`config.mk`:
```
export PLATFORM = sky130hd
export DESIGN_NAME = pulpino_imem_arb
export DESIGN_NICKNAME = d
export VERILOG_FILES = /design/src/rtl/pulpino_imem_arb.sv
export SDC_FILE = /design/constraint.sdc
export NUM_CORES = 1
export LEC_CHECK = 0
export CAP_MARGIN = 20
export CORE_ASPECT_RATIO = 0.6
export CORE_UTILIZATION = 33
export DETAILED_ROUTE_END_ITERATION = 8
export PLACE_DENSITY = 0.85
export SLEW_MARGIN = 10
export SYNTH_ARGS = -nofsm -noshare
export SYNTH_HDL_FRONTEND = slang
export SYNTH_SLANG_ARGS = --single-unit
```
`constraint.sdc`:
```
create_clock -name clk -period 1.85 [get_ports clk]
set_input_delay 0.37 -clock clk [delete_from_list [all_inputs] [get_ports clk]]
set_output_delay 0.37 -clock clk [all_outputs]
set_load 0.01 [all_outputs]
```
`src/rtl/pulpino_imem_arb.sv`:
```
// Instruction-memory port arbiter: pulpino core (always wins) versus a Wishbone
// classic slave that uses idle memory cycles, with a starvation timeout.
module pulpino_imem_arb #(
    parameter int unsigned ADDR_WIDTH = 16,
    parameter int unsigned DATA_WIDTH = 32,
    parameter int unsigned WB_TIMEOUT = 255
) (
    input  logic                    clk,
    input  logic                    rst_n,
    input  logic                    core_rstn_i,
    input  logic                    core_en_i,
    input  logic [ADDR_WIDTH-1:0]   core_addr_i,
    input  logic                    core_we_i,
    input  logic [DATA_WIDTH/8-1:0] core_be_i,
    input  logic [DATA_WIDTH-1:0]   core_wdata_i,
    output logic [DATA_WIDTH-1:0]   core_rdata_o,
    input  logic                    wb_cyc_i,
    input  logic                    wb_stb_i,
    input  logic                    wb_we_i,
    input  logic [31:0]             wb_adr_i,
    input  logic [3:0]              wb_sel_i,
    input  logic [31:0]             wb_dat_i,
    output logic [31:0]             wb_dat_o,
    output logic                    wb_ack_o,
    output logic                    wb_err_o,
    output logic                    mem_en_o,
    output logic                    mem_we_o,
    output logic [ADDR_WIDTH-1:0]   mem_addr_o,
    output logic [DATA_WIDTH/8-1:0] mem_be_o,
    output logic [DATA_WIDTH-1:0]   mem_wdata_o,
    input  logic [DATA_WIDTH-1:0]   mem_rdata_i
);

    localparam int unsigned BE_W  = DATA_WIDTH / 8;
    localparam int unsigned TMO_W = (WB_TIMEOUT > 0) ? $clog2(WB_TIMEOUT + 1) : 1;

    typedef enum logic [1:0] {S_IDLE, S_WAIT, S_ACK} state_t;

    state_t                r_state;
    logic [TMO_W-1:0]      r_tmo_cnt;
    logic                  r_wb_we;
    logic                  r_ack;
    logic                  r_err;
    logic [31:0]           r_wb_dat;
    logic                  r_core_rd;
    logic [DATA_WIDTH-1:0] r_hold;

    logic w_core_req;
    logic w_wb_req;
    logic w_wb_issue;
    logic w_tmo_hit;
    logic w_unused;

    assign w_core_req = core_en_i & core_rstn_i;
    assign w_wb_req   = wb_cyc_i & wb_stb_i;
    assign w_wb_issue = (r_state == S_IDLE) & w_wb_req & ~w_core_req;
    assign w_tmo_hit  = (WB_TIMEOUT != 0) && (r_tmo_cnt == TMO_W'(WB_TIMEOUT));
    assign w_unused   = ^{wb_adr_i[31:ADDR_WIDTH], wb_adr_i[1:0]};

    // Memory-port mux: core first, then a Wishbone issue from IDLE only
    always_comb begin
        mem_en_o    = 1'b0;
        mem_we_o    = 1'b0;
        mem_addr_o  = '0;
        mem_be_o    = '0;
        mem_wdata_o = '0;
        if (w_core_req) begin
            mem_en_o    = 1'b1;
            mem_we_o    = core_we_i;
            mem_addr_o  = core_addr_i;
            mem_be_o    = core_be_i;
            mem_wdata_o = core_wdata_i;
        end else if (w_wb_issue) begin
            mem_en_o    = 1'b1;
            mem_we_o    = wb_we_i;
            mem_addr_o  = {wb_adr_i[ADDR_WIDTH-1:2], 2'b00};
            mem_be_o    = BE_W'(wb_sel_i);
            mem_wdata_o = DATA_WIDTH'(wb_dat_i);
        end
    end

    // Wishbone sequencing FSM with starvation timeout
    always_ff @(posedge clk or negedge rst_n) begin
        if (!rst_n) begin
            r_state   <= S_IDLE;
            r_tmo_cnt <= '0;
            r_wb_we   <= 1'b0;
            r_ack     <= 1'b0;
            r_err     <= 1'b0;
            r_wb_dat  <= '0;
        end else begin
            r_ack     <= 1'b0;
            r_err     <= 1'b0;
            r_tmo_cnt <= '0;
            case (r_state)
                S_IDLE: begin
                    if (w_wb_req && w_core_req) begin
                        if (w_tmo_hit) begin
                            r_err   <= 1'b1;
                            r_state <= S_ACK;
                        end else begin
                            r_tmo_cnt <= r_tmo_cnt + TMO_W'(1);
                        end
                    end else if (w_wb_req) begin
                        r_wb_we <= wb_we_i;
                        r_state <= S_WAIT;
                    end
                end
                S_WAIT: begin
                    if (!r_wb_we) begin
                        r_wb_dat <= 32'(mem_rdata_i);
                    end
                    r_ack   <= 1'b1;
                    r_state <= S_ACK;
                end
                default: begin
                    r_state <= S_IDLE;
                end
            endcase
        end
    end

    // Core read-data hold so Wishbone reads never disturb the core's last read
    always_ff @(posedge clk or negedge rst_n) begin
        if (!rst_n) begin
            r_core_rd <= 1'b0;
            r_hold    <= '0;
        end else begin
            r_core_rd <= w_core_req & ~core_we_i;
            if (r_core_rd) begin
                r_hold <= mem_rdata_i;
            end
        end
    end

    assign core_rdata_o = r_core_rd ? mem_rdata_i : r_hold;
    assign wb_dat_o     = r_wb_dat;
    assign wb_ack_o     = r_ack;
    assign wb_err_o     = r_err;

endmodule

```
* Word level (Yosys, flattened, before mapping) *
Cells that the tools add are included.

cells by class
  $add $sub $neg = 1
  equal/unequal tests = 4
  multiplexer cells = 22
  bitwise logic cells = 9
  reductions and logical operators = 5

operators with widths
  operator                                                          count
  32-bit two-way mux                                                3
  16-bit two-way mux                                                2
  8-bit two-way mux                                                 3
  8-bit by 1-bit adder with 8-bit output (second input constant)    1
  8-bit == test (second input constant)                             1
  1-bit two-way mux                                                 8
  4-bit two-way mux                                                 2
  2-bit two-way mux                                                 3
  1-bit bitwise AND                                                 5
  1-bit inverter                                                    4
  2-bit case mux with 2 select lines                                1
  2-bit AND reduction                                               2
  3-bit by 2-bit != test with 1-bit output (second input constant)  1
  3-bit != test (second input constant)                             1
  3-bit AND reduction                                               1
  2-bit by 1-bit == test with 1-bit output (second input constant)  1
  2-bit zero test                                                   1
  1-bit logical AND                                                 1

word-level totals
  register bits after elaboration = 78
  input port bits = 160
  output and inout port bits = 120
  logic and storage cells = 49

* Logic depth before layout (Yosys ltp) *
Gate-level depths: netlist of the first run.

  word-level depth = 5
  depth in mapped cells = 5
  gate-level depth less buffers = 4

* Worst setup path after synthesis of the first run *
OpenSTA, ideal clock, no wires.

  path kind = register -> output
  start = register r_state[0]
  end = output mem_addr_o[2]
  data arrival time = 1.169 ns
  required time = 1.480 ns
  setup slack = 0.311 ns
  cell stages (with the launch flop) = 5
  buffers on the path = 1
  cell sequence = dfrtp_1 -> nand4bb_2 -> nor2_8 -> buf_4 -> a22o_1

on the way
  word-level cells in the longest chain between the ends = 5

ends and longest elaborated chain
  what                             RTL line  RTL
  start, declared                  39        state_t r_state;
  start signal, assigned           85        r_state <= S_IDLE;
  start signal, assigned           100       r_state <= S_ACK;
  start signal, assigned           106       r_state <= S_WAIT;
  2-bit zero test                  56        assign w_wb_issue = (r_state == S_IDLE) & w_wb_req & ~w_core_req;
  1-bit bitwise AND (2 in series)  56
  16-bit two-way mux               73        end else if (w_wb_issue) begin
  16-bit two-way mux               67        if (w_core_req) begin
  end, declared                    28        output logic [ADDR_WIDTH-1:0] mem_addr_o,

Every way passes these cells.

* Worst setup path after layout of the first run *
  start = register r_state[0]
  end = output mem_wdata_o[21]

on the way
  word-level cells in the longest chain between the ends = 5

ends and longest elaborated chain
  what                             RTL line  RTL
  2-bit zero test                  56
  1-bit bitwise AND (2 in series)  56
  32-bit two-way mux               73
  32-bit two-way mux               67
  end, declared                    30        output logic [DATA_WIDTH-1:0] mem_wdata_o,

Every way passes these cells.

==> results.tsv, run 1 <==
stage	metric	value	unit
global_routing	initial antenna violation count	0	
status	failing checks	setup timing	
setup_path	Slowest Stage Delay on Critical Path	0.39	ns
global_routing	pin count of the biggest net entering global routing	42	
synthesis	Synth Warn #	0	
sta	skew final	0.00593	ns
power_and_ir_drop	Psw	0.00181	W
layout	ant diodes	0	
synthesis	register area share after synthesis	0.553	
placed_design	IO Port Bufs	261	
detailed_routing	first drt pass iteration count	4	
detailed_routing	Detailed Route Iter0 Violations	210	
die	cell row count	28	
global_routing	global-route total usage across every layer	0.236	
sta	Fmax	498	MHz
sta	Hold Fails Final Rpt	0	
detailed_routing	via count	3405	
synthesis	post-synth cell types	31	
setup_path	Worst Setup Path Type	register to output port	
die	Starting Density	0.349	
sta	post-route setup slack	-0.157	ns
die	Die H	82.1	um
setup_path	family with the most delay on the worst path	simple AND/OR/NAND/NOR gates	
clock_network	cts hold-fix bufs	0	
layout	Fillers	720	
die	DIE AREA	11100	um2
layout	Area growth syn-to-layout	97.4	%
layout	fin util	0.688	
sta	Slew @ Worst Pin	0.497	ns
setup_path	Setup crit start kind	register	
setup_path	worst reg2reg path depth	6	
setup_path	Reg2Reg Setup Slack	0.27	ns
clock_network	Clock transition at path regs	0.06	ns
sta	fin. max-slew vios	0	
clock_network	TritonCTS clock tree	yes	
synthesis	Synth area leaders	dfrtp_1 55%, mux2_2 19%, a22o_1 13%	
synthesis	asr flop ratio synth	1.00	
die	Die W	136	um
synthesis	Yosys top cell by area	dfrtp_1	
synthesis	Post-synth EDFFs	0	
global_routing	first-pass GRT wire length	19300	um
power_and_ir_drop	maximum vdd drop	0.000551	V
detailed_routing	wire per inst	19.8	um
sta	fin crit share	1.08	
setup_path	WP data required	1.48	ns
sta	Finish-stage setup viols	68	
synthesis	net count after synthesis	416	
setup_path	Worst path slowest cell	dfrtp_1	
layout	share of layout cells above drive strength 1	0.384	
synthesis	Mean Syn Cell Area	13.8	um2
hold_path	worst hold path class	input pin to async pin	
synthesis	Synth Instances	255	
power_and_ir_drop	Pint	0.00486	W
detailed_routing	DRT Wirelength	13800	um
setup_path	Worst Path Arrival	1.64	ns
clock_network	CTS buffer count	9	
setup_path	Critical R2R Launch	r_state[0]	
global_routing	vias in the first global route	3439	
power_and_ir_drop	Net Sw Frac	0.272	
synthesis	area share of the largest cell type after synthesis	0.553	
run	max-cap viol count	0	
clock_network	latest clock arrival within the worst-skew pair	0.32	ns
setup_path	CP bufs+invs	2	
power_and_ir_drop	Power per Cell Area	957	nW/um2
placed_design	Final GP Congestion	0.738	
clock_network	htree depth	3	
status	status	finished with violations	
clock_network	Root Driver	clkbuf_16	
layout	Layout Nets	716	
sta	Period minus WS final	2.01	ns
setup_path	CP endpoint kind	output port	
global_routing	total global routing overflow	0	
clock_network	Longest Clk Path Bufs	2	
synthesis	top-count cell post-synth	dfrtp_1	
detailed_routing	vias per cell	4.90	
power_and_ir_drop	Pleak	3.15	nW
sta	setup TNS	-7.30	ns
synthesis	Synth top cells by count	78 x dfrtp_1, 61 x mux2_2, 51 x a22o_1	
power_and_ir_drop	share of total power in sequential cells	0.353	
detailed_routing	remaining antenna violation count after routing	0	
setup_path	Crit Path Max Fanout	12	
clock_network	clock sinks	78	
setup_path	FF-to-FF End	wb_dat_o[21]	
die	core area	10100	um2
detailed_routing	drt drc	0	
placed_design	DP HPWL	9920	um
die	IO Pins	280	
synthesis	Main synth FF type	dfrtp_1	
power_and_ir_drop	Clock Power Share	0.260	
setup_path	CP cell instances	nand4bb_4, nor2_8, buf_12, a22o_1, buf_6	
power_and_ir_drop	Comb pwr share	0.387	
synthesis	Mapped Area	3530	um2
sta	Slew HR	0.669	
synthesis	#FFs+latches synth	78	
sta	RSZ-0062 raised after global routing	yes	
[cell usage in the layout (no fill, tap or decap), types with 2 or more instances in the layout]
cell type	n
clkdlybuf4s50_1	170
buf_2	46
a21oi_1	2
and3_1	3
buf_4	23
nand2_1	6
mux2_4	22
a22o_1	51
o21ai_0	2
buf_12	10
dfrtp_1	77
inv_6	2
buf_6	46
mux2_2	41
inv_1	2
dlygate4sd2_1	6
xor2_1	2
buf_16	2
buf_8	2
mux2_1	2
or3_1	3
clkbuf_16	9
nand3_1	4
nor2_1	5
[stage by stage]
stage                     power, W  hold slack [ns]  area, um2  instances  setup slack (ns)
after floorplan            0.00321           0.0744       3530        255             0.311
after global placement     0.00471            0.361       6360        646            -0.649
after detailed placement   0.00477            0.372       6360        646            -0.685
after CTS                  0.00659           0.0178       6800        687            -0.255
after global routing       0.00701           0.0323       6970        695            -0.210
final                      0.00667          0.00664       6970        695            -0.157
[power groups by stage]
stage	registers [W]	clock network, W	logic [W]
after floorplan	0.00249	0	0.000713
after global placement	0.00235	0	0.00236
after detailed placement	0.00238	0	0.00240
after CTS	0.00235	0.00179	0.00245
after global routing	0.00241	0.00187	0.00273
final	0.00236	0.00173	0.00258
[per-layer routing]
metal  global-route usage  share of wire  vias to the layer above
li1                     -              -                     1561
met1                0.313           0.43                     1691
met2                0.382           0.50                      147
met3               0.0775          0.068                        6
met4               0.0416         0.0033                        0
met5                    0              0                        -
[kinds of logic (layout without fill, tap and decap cells)]
logic type               Yosys count  in the layout  synth area share
AO/OA/AOI/OAI                     58             58             0.139
XOR/XNOR                           3              3           0.00744
adder cells (fa/ha/maj)            1              1           0.00354
buffers and inverters             20            325            0.0369
flip-flops                        78             78             0.553
multiplexers                      65             65             0.207
AND/OR/NAND/NOR                   30             30            0.0535
[worst max-delay path by stage]
| stage | from | to | slack (ns) | cells after the start |
|---|---|---|---|---|
| 2_1_floorplan | r_state[0] | mem_addr_o[2] | 0.31 | 4 |
| 6_report | r_state[0] | mem_wdata_o[21] | -0.16 | 5 |
| 4_1_cts | r_state[1] | mem_wdata_o[3] | -0.26 | 6 |
| 3_5_place_dp | core_en_i | mem_addr_o[2] | -0.68 | 5 |
| 5_1_grt | r_state[0] | mem_wdata_o[21] | -0.21 | 5 |
| 3_3_place_gp | core_en_i | mem_addr_o[2] | -0.65 | 5 |
[registers in the layout, summed over array words and instances, names as in the netlist]
name and count:
r_core_rd 1, wb_err_o 1, r_tmo_cnt 8, r_hold 32, wb_dat_o 32, wb_ack_o 1
r_state 2, r_wb_we 1
[repair_timing]
action	in CTS	in global routing
setup buffers	20	11
pin swaps	5	6
setup endpoints to repair	86	83
gates resized for setup	386	41
cloned	5	0
[area by class of cell]
type	instances	area [um2]	share of cell area
multi-input cells	157	1550	0.222
clock inverters	6	68.8	0.00987
flip-flops and latches	78	1950	0.280
clock buffers	10	229	0.0328
well taps	135	169	0.0242
repair buffers	307	3000	0.430
inverters	2	7.51	0.00108
[worst reg2reg max path, stage by stage, from the launching register on]
cell and delay (ns):
dfrtp_1 0.37, buf_4 0.11, buf_4 0.10, nand2b_1 0.12, nor2_4 0.12, buf_4 0.26
mux2_2 0.38
(Power assumes the default switching activity.)
==> run 2: changes to the inputs <==
--- a/constraint.sdc
+++ b/constraint.sdc
@@ -3,2 +3,2 @@
 set_output_delay 0.37 -clock clk [all_outputs]
-set_load 0.01 [all_outputs]
+set_load 0.02 [all_outputs]
==> run 2 against run 1 <==
  * The flow still finishes with violations (setup timing)
  * Hold slack improved by 0.0072 ns
  * Sequential cell count did not move
  * Register-to-register slack got worse by 0.06 ns
  * Clock skew fell by 0.0011 ns
  * Final area rose by 3.6%
  * Count of clock-buffer cells in the layout did not move
  * Sequential power barely moved
  * Routed wire length fell by 2.2%
  * Highest routed layer unchanged
  * Die area did not move
  * Total power rose by 9.9%
  * First-iteration DRC count fell by 18%
  * Sequential share of layout area fell by 0.97 points
==> results.tsv, run 2 (synthesis gave the netlist of run 1 again) <==
stage	metric	value	unit	change
clock_network	CTS buffer count	9		unchanged
global_routing	M3 GR Usage	0.0604		-0.0171
setup_path	Crit Path Max Fanout	15		+3
global_routing	vias in the first global route	3339		-2.9%
clock_network	Longest Clk Path Bufs	2		unchanged
setup_path	CP endpoint kind	output port		
detailed_routing	vias per cell	4.86		-0.75%
sta	setup TNS	-11.03	ns	-3.74 ns
clock_network	TritonCTS clock tree	yes		
global_routing	initial antenna violation count	0		unchanged
layout	finished layout cell area	7220	um2	+3.6%
layout	area of the multi-input gates	1580	um2	+2.4%
sta	Period minus WS final	2.08	ns	+0.0738 ns
layout	most common cell after layout, fill and taps aside	clkdlybuf4s50_1		
global_routing	pin count of the biggest net entering global routing	41		-2.4%
clock_network	latest clock arrival within the worst-skew pair	0.33	ns	about the same
power_and_ir_drop	post-layout total power	0.00733	W	+9.9%
layout	ant diodes	0		unchanged
setup_path	Worst path slowest cell	dfrtp_1		
layout	fin util	0.713		+0.0246
status	status	finished with violations		
global_routing	total global routing overflow	0		unchanged
setup_path	Slowest Stage Delay on Critical Path	0.40	ns	about the same
status	failing checks	setup timing		
sta	Slew HR	0.656		-0.0123
layout	Fillers	696		-3.3%
detailed_routing	first drt pass iteration count	4		unchanged
sta	Slew @ Worst Pin	0.515	ns	+0.0184 ns
layout	Area growth syn-to-layout	104	%	
setup_path	CP cell instances	nand4bb_4, nor2_8, buf_4, buf_12, a22o_1, buf_6		
clock_network	Clock transition at path regs	0.06	ns	about the same
run	max-cap viol count	0		unchanged
layout	Layout Nets	713		-0.42%
clock_network	Root Driver	clkbuf_16		
die	core area	10100	um2	unchanged
sta	fin crit share	1.12		+0.0399
setup_path	CP bufs+invs	3		+1
detailed_routing	remaining antenna violation count after routing	0		unchanged
sta	Finish-stage setup viols	77		+13%
die	DIE AREA	11100	um2	unchanged
die	IO Pins	280		unchanged
setup_path	Worst Path Arrival	1.71	ns	+0.07 ns
clock_network	htree depth	3		unchanged
detailed_routing	drt drc	0		unchanged
detailed_routing	Detailed Route Iter0 Violations	172		-18%
sta	Hold Fails Final Rpt	0		unchanged
sta	fin. max-slew vios	0		unchanged
clock_network	clock sinks	78		unchanged
global_routing	global route hottest layer	met2		
setup_path	WP data required	1.48	ns	about the same
placed_design	Final GP Congestion	0.773		+4.8%
placed_design	area post-placement	6350	um2	-0.16%
sta	post-route setup slack	-0.231	ns	-0.0738 ns
global_routing	M2 GR Usage	0.368		-0.0143
sta	skew final	0.00484	ns	-0.00109 ns
hold_path	worst hold path class	input pin to async pin		
global_routing	first-pass GRT wire length	18700	um	-3.0%
die	Starting Density	0.349		unchanged
detailed_routing	DRT Wirelength	13500	um	-2.2%
layout	Register Area	1950	um2	unchanged
layout	most frequent cells in the layout	170 x clkdlybuf4s50_1, 80 x buf_6, 77 x dfrtp_1		
global_routing	met1 usage	0.312		-0.000482
placed_design	DP HPWL	9880	um	-0.39%
global_routing	global-route total usage across every layer	0.228		-0.00821
setup_path	Worst Setup Path Type	register to output port		
setup_path	Reg2Reg Setup Slack	0.21	ns	-0.06 ns
detailed_routing	wire per inst	19.5	um	-1.8%
layout	share of layout cells above drive strength 1	0.384		about the same
die	Die H	82.1	um	unchanged
placed_design	IO Port Bufs	261		unchanged
power_and_ir_drop	Power per Cell Area	1020	nW/um2	+6.1%
setup_path	family with the most delay on the worst path	simple AND/OR/NAND/NOR gates		
placed_design	Post-Place Setup Slack	-0.800	ns	-0.115 ns
power_and_ir_drop	Pleak	3.21	nW	+1.9%
setup_path	Setup crit start kind	register		
power_and_ir_drop	maximum vdd drop	0.000701	V	+27%
detailed_routing	via count	3365		-1.2%
sta	RSZ-0062 raised after global routing	yes		
die	Die W	136	um	unchanged
sta	Fmax	481	MHz	-3.5%
die	cell row count	28		unchanged
## run 2: changes by cell type in the layout (fill, tap and decap cells not counted), sizes merged
cell and delta:
dlygate4sd2 -1, bufbuf -1, bufinv +1, clkbuf +1
inv -1, buf -2
## run 2: worst paths after layout
check | from | to | cells past startpoint
min reg2reg | r_tmo_cnt[0] | r_tmo_cnt[0] | 1
max in group asynchronous | rst_n | r_core_rd | 2
max | r_state[1] | mem_be_o[0] | 6
min in group clk | r_tmo_cnt[0] | r_tmo_cnt[0] | 1
min | rst_n | r_hold[16] | 1
max reg2reg | r_state[1] | wb_dat_o[27] | 5
## run 2: routing by layer
layer | vias up | share of wire
li1 | 1553 | -
met1 | 1674 | 0.44
met2 | 128 | 0.49
met3 | 10 | 0.068
met4 | 0 | 0.0045
met5 | - | 0
## run 2: repair_timing
item / CTS / global route
pin swaps: 9 / 9
hold buffers: 0 / 0
cloned: 4 / 1
setup buffers: 15 / 12
endpoints found under the setup margin: 85 / 82
gates resized for setup: 492 / 54
## run 2: where the power goes
part           internal, W  leakage (nW)  total [W]  switching (W)
clock              0.00123         0.159    0.00191       0.000687
combinational      0.00172          2.10    0.00306        0.00134
sequential         0.00215         0.949    0.00236       0.000208
total              0.00510          3.21    0.00733        0.00223
## run 2: area by class of cell
cell class | instances | share of cell area
Sequential cell | 78 | 0.271
Tap cell | 135 | 0.0234
Inverter | 2 | 0.00104
Timing Repair Buffer | 304 | 0.440
Clock buffer | 10 | 0.0331
Clock inverter | 6 | 0.0130
Multi-Input combinational cell | 157 | 0.219
## run 2: metrics by stage
stage                     hold WS [ns]  instances
final                           0.0139        692
after global routing            0.0371        692
after CTS                       0.0224        680
after detailed placement         0.376        645
after global placement           0.370        645
after floorplan                 0.0744        255
==> run 3: changes to the inputs <==
- RECOVER_POWER: not set -> 25
==> run 3 against run 2 <==
  * The run still ends with setup timing left
  * Largest cell class unchanged
  * Total power hardly changed
  * Worst setup slack hardly changed
  * Final cell count stayed put
  * Via count is 0.42% higher
  * Highest routed layer unchanged
==> results.tsv, run 3 (synthesis gave the netlist of run 1 again) <==
stage	metric	value	unit	change
detailed_routing	DRT Wirelength	13400	um	-0.25%
power_and_ir_drop	share of total power in sequential cells	0.322		about the same
global_routing	first-pass GRT wire length	18700	um	unchanged
placed_design	IO Port Bufs	261		unchanged
setup_path	Crit Path Max Fanout	15		unchanged
clock_network	cts hold-fix bufs	0		unchanged
detailed_routing	drt drc	0		unchanged
layout	most frequent cells in the layout	170 x clkdlybuf4s50_1, 80 x buf_6, 77 x dfrtp_1		
clock_network	Root Driver	clkbuf_16		
power_and_ir_drop	maximum vdd drop	0.000701	V	about the same
detailed_routing	Detailed Route Iter0 Violations	183		+6.4%
setup_path	worst reg2reg path depth	5		unchanged
global_routing	vias in the first global route	3339		unchanged
power_and_ir_drop	Pint	0.00510	W	about the same
setup_path	Crit path depth	6		unchanged
sta	Period minus WS final	2.08	ns	-0.000179 ns
power_and_ir_drop	Net Sw Frac	0.304		about the same
setup_path	Worst Setup Path Type	register to output port		
setup_path	CP endpoint kind	output port		
setup_path	Worst Path Arrival	1.71	ns	about the same
sta	Finish-stage setup viols	77		unchanged
clock_network	TritonCTS clock tree	yes		
sta	Fmax	481	MHz	about the same
power_and_ir_drop	Clock Power Share	0.261		about the same
setup_path	Critical R2R Launch	r_state[1]		
power_and_ir_drop	Pleak	3.20	nW	-0.17%
layout	Area growth syn-to-layout	104	%	
clock_network	htree depth	3		unchanged
power_and_ir_drop	Comb pwr share	0.417		about the same
status	failing checks	setup timing		
run	max-cap viol count	0		unchanged
sta	worst hold slack	0.184	ns	+0.170 ns
setup_path	Setup crit start kind	register		
global_routing	initial antenna violation count	0		unchanged
layout	most common cell after layout, fill and taps aside	clkdlybuf4s50_1		
placed_design	DP HPWL	9880	um	unchanged
detailed_routing	remaining antenna violation count after routing	0		unchanged
global_routing	pin count of the biggest net entering global routing	41		unchanged
die	IO Pins	280		unchanged
setup_path	CP cell instances	nand4bb_4, nor2_8, buf_4, buf_12, a22o_1, buf_6		
setup_path	Reg2Reg Setup Slack	0.21	ns	about the same
layout	ant diodes	0		unchanged
power_and_ir_drop	Power per Cell Area	1020	nW/um2	+0.12%
clock_network	latest clock arrival within the worst-skew pair	0.32	ns	about the same
setup_path	CP bufs+invs	3		unchanged
status	status	finished with violations		
clock_network	CTS buffer count	9		unchanged
power_and_ir_drop	Psw	0.00223	W	-0.11%
sta	Slew @ Worst Pin	0.957	ns	+0.442 ns
sta	Hold Fails Final Rpt	0		unchanged
detailed_routing	vias per cell	4.88		+0.42%
setup_path	Worst path slowest cell	dfrtp_1		
placed_design	Final GP Congestion	0.773		unchanged
die	Starting Density	0.349		unchanged
setup_path	FF-to-FF End	wb_dat_o[27]		
die	DIE AREA	11100	um2	unchanged
sta	RSZ-0062 raised after global routing	yes		
layout	fin util	0.712		-0.00148
sta	skew final	0.00468	ns	-0.000162 ns
detailed_routing	wire per inst	19.4	um	-0.25%
setup_path	WP data required	1.48	ns	about the same
die	Die H	82.1	um	unchanged
die	core area	10100	um2	unchanged
detailed_routing	via count	3379		+0.42%
die	cell row count	28		unchanged
global_routing	global-route total usage across every layer	0.228		unchanged
sta	setup TNS	-10.86	ns	+0.175 ns
setup_path	Slowest Stage Delay on Critical Path	0.40	ns	about the same
die	Die W	136	um	unchanged
sta	Slew HR	0.362		-0.295
global_routing	total global routing overflow	0		unchanged
detailed_routing	first drt pass iteration count	4		unchanged
clock_network	Longest Clk Path Bufs	2		unchanged
sta	post-route setup slack	-0.231	ns	+0.000179 ns
setup_path	family with the most delay on the worst path	simple AND/OR/NAND/NOR gates		
layout	Layout Nets	713		unchanged
sta	fin crit share	1.12		about the same
clock_network	Clock transition at path regs	0.06	ns	about the same
clock_network	clock sinks	78		unchanged
sta	fin. max-slew vios	0		unchanged
hold_path	worst hold path class	input pin to async pin		
layout	share of layout cells above drive strength 1	0.384		unchanged
==> run 3: through the flow <==
| step | total power, W | worst slack [ns] | cell area [um2] | instances |
|---|---|---|---|---|
| 4_1_cts | 0.00721 | -0.232 | 6940 | 680 |
| 3_3_place_gp | 0.00511 | -0.759 | 6350 | 645 |
| 6_report | 0.00733 | -0.231 | 7200 | 692 |
| 2_1_floorplan | 0.00361 | 0.245 | 3530 | 255 |
| 5_1_grt | 0.00766 | -0.290 | 7200 | 692 |
| 3_5_place_dp | 0.00518 | -0.800 | 6350 | 645 |
==> run 3: how the worst max path moves through the flow <==
stage	startpoint	to	slack, ns
floorplan	r_state[0]	mem_addr_o[2]	0.25
global route	r_state[1]	mem_wdata_o[17]	-0.29
finish	r_state[1]	mem_be_o[0]	-0.23
CTS	r_state[0]	mem_wdata_o[2]	-0.23
detailed placement	wb_cyc_i	mem_wdata_o[8]	-0.80
global placement	wb_cyc_i	mem_wdata_o[10]	-0.76
==> run 3: layer usage <==
layer	track usage	share of wire	vias to the layer above
met3	0.0604	0.071	10
li1	-	-	1554
met2	0.368	0.50	138
met5	0	0	-
met1	0.312	0.43	1677
met4	0.0382	0.0045	0
==> run 3: layout make-up <==
cell class              count  area (um2)
clock inverters             6        93.8
clock buffers              10         239
inverters                   2        7.51
well taps                 135         169
repair buffers            304        3160
fillers                   696        2920
flip-flops and latches     78        1950
multi-input cells         157        1580
==> run 3: power by group through the flow <==
stage | sequential (W) | clock (W) | combinational, W
2_1_floorplan | 0.00273 | 0 | 0.000882
3_3_place_gp | 0.00235 | 0 | 0.00276
3_5_place_dp | 0.00238 | 0 | 0.00280
4_1_cts | 0.00235 | 0.00197 | 0.00289
5_1_grt | 0.00241 | 0.00205 | 0.00320
6_report | 0.00236 | 0.00191 | 0.00306
==> run 3: timing repair <==
| action | in CTS | in global routing |
|---|---|---|
| setup endpoints to repair | 85 | 82 |
| pin swaps | 9 | 9 |
| setup buffers | 15 | 12 |
| gates cloned | 4 | 1 |
| gates resized for setup | 492 | 54 |
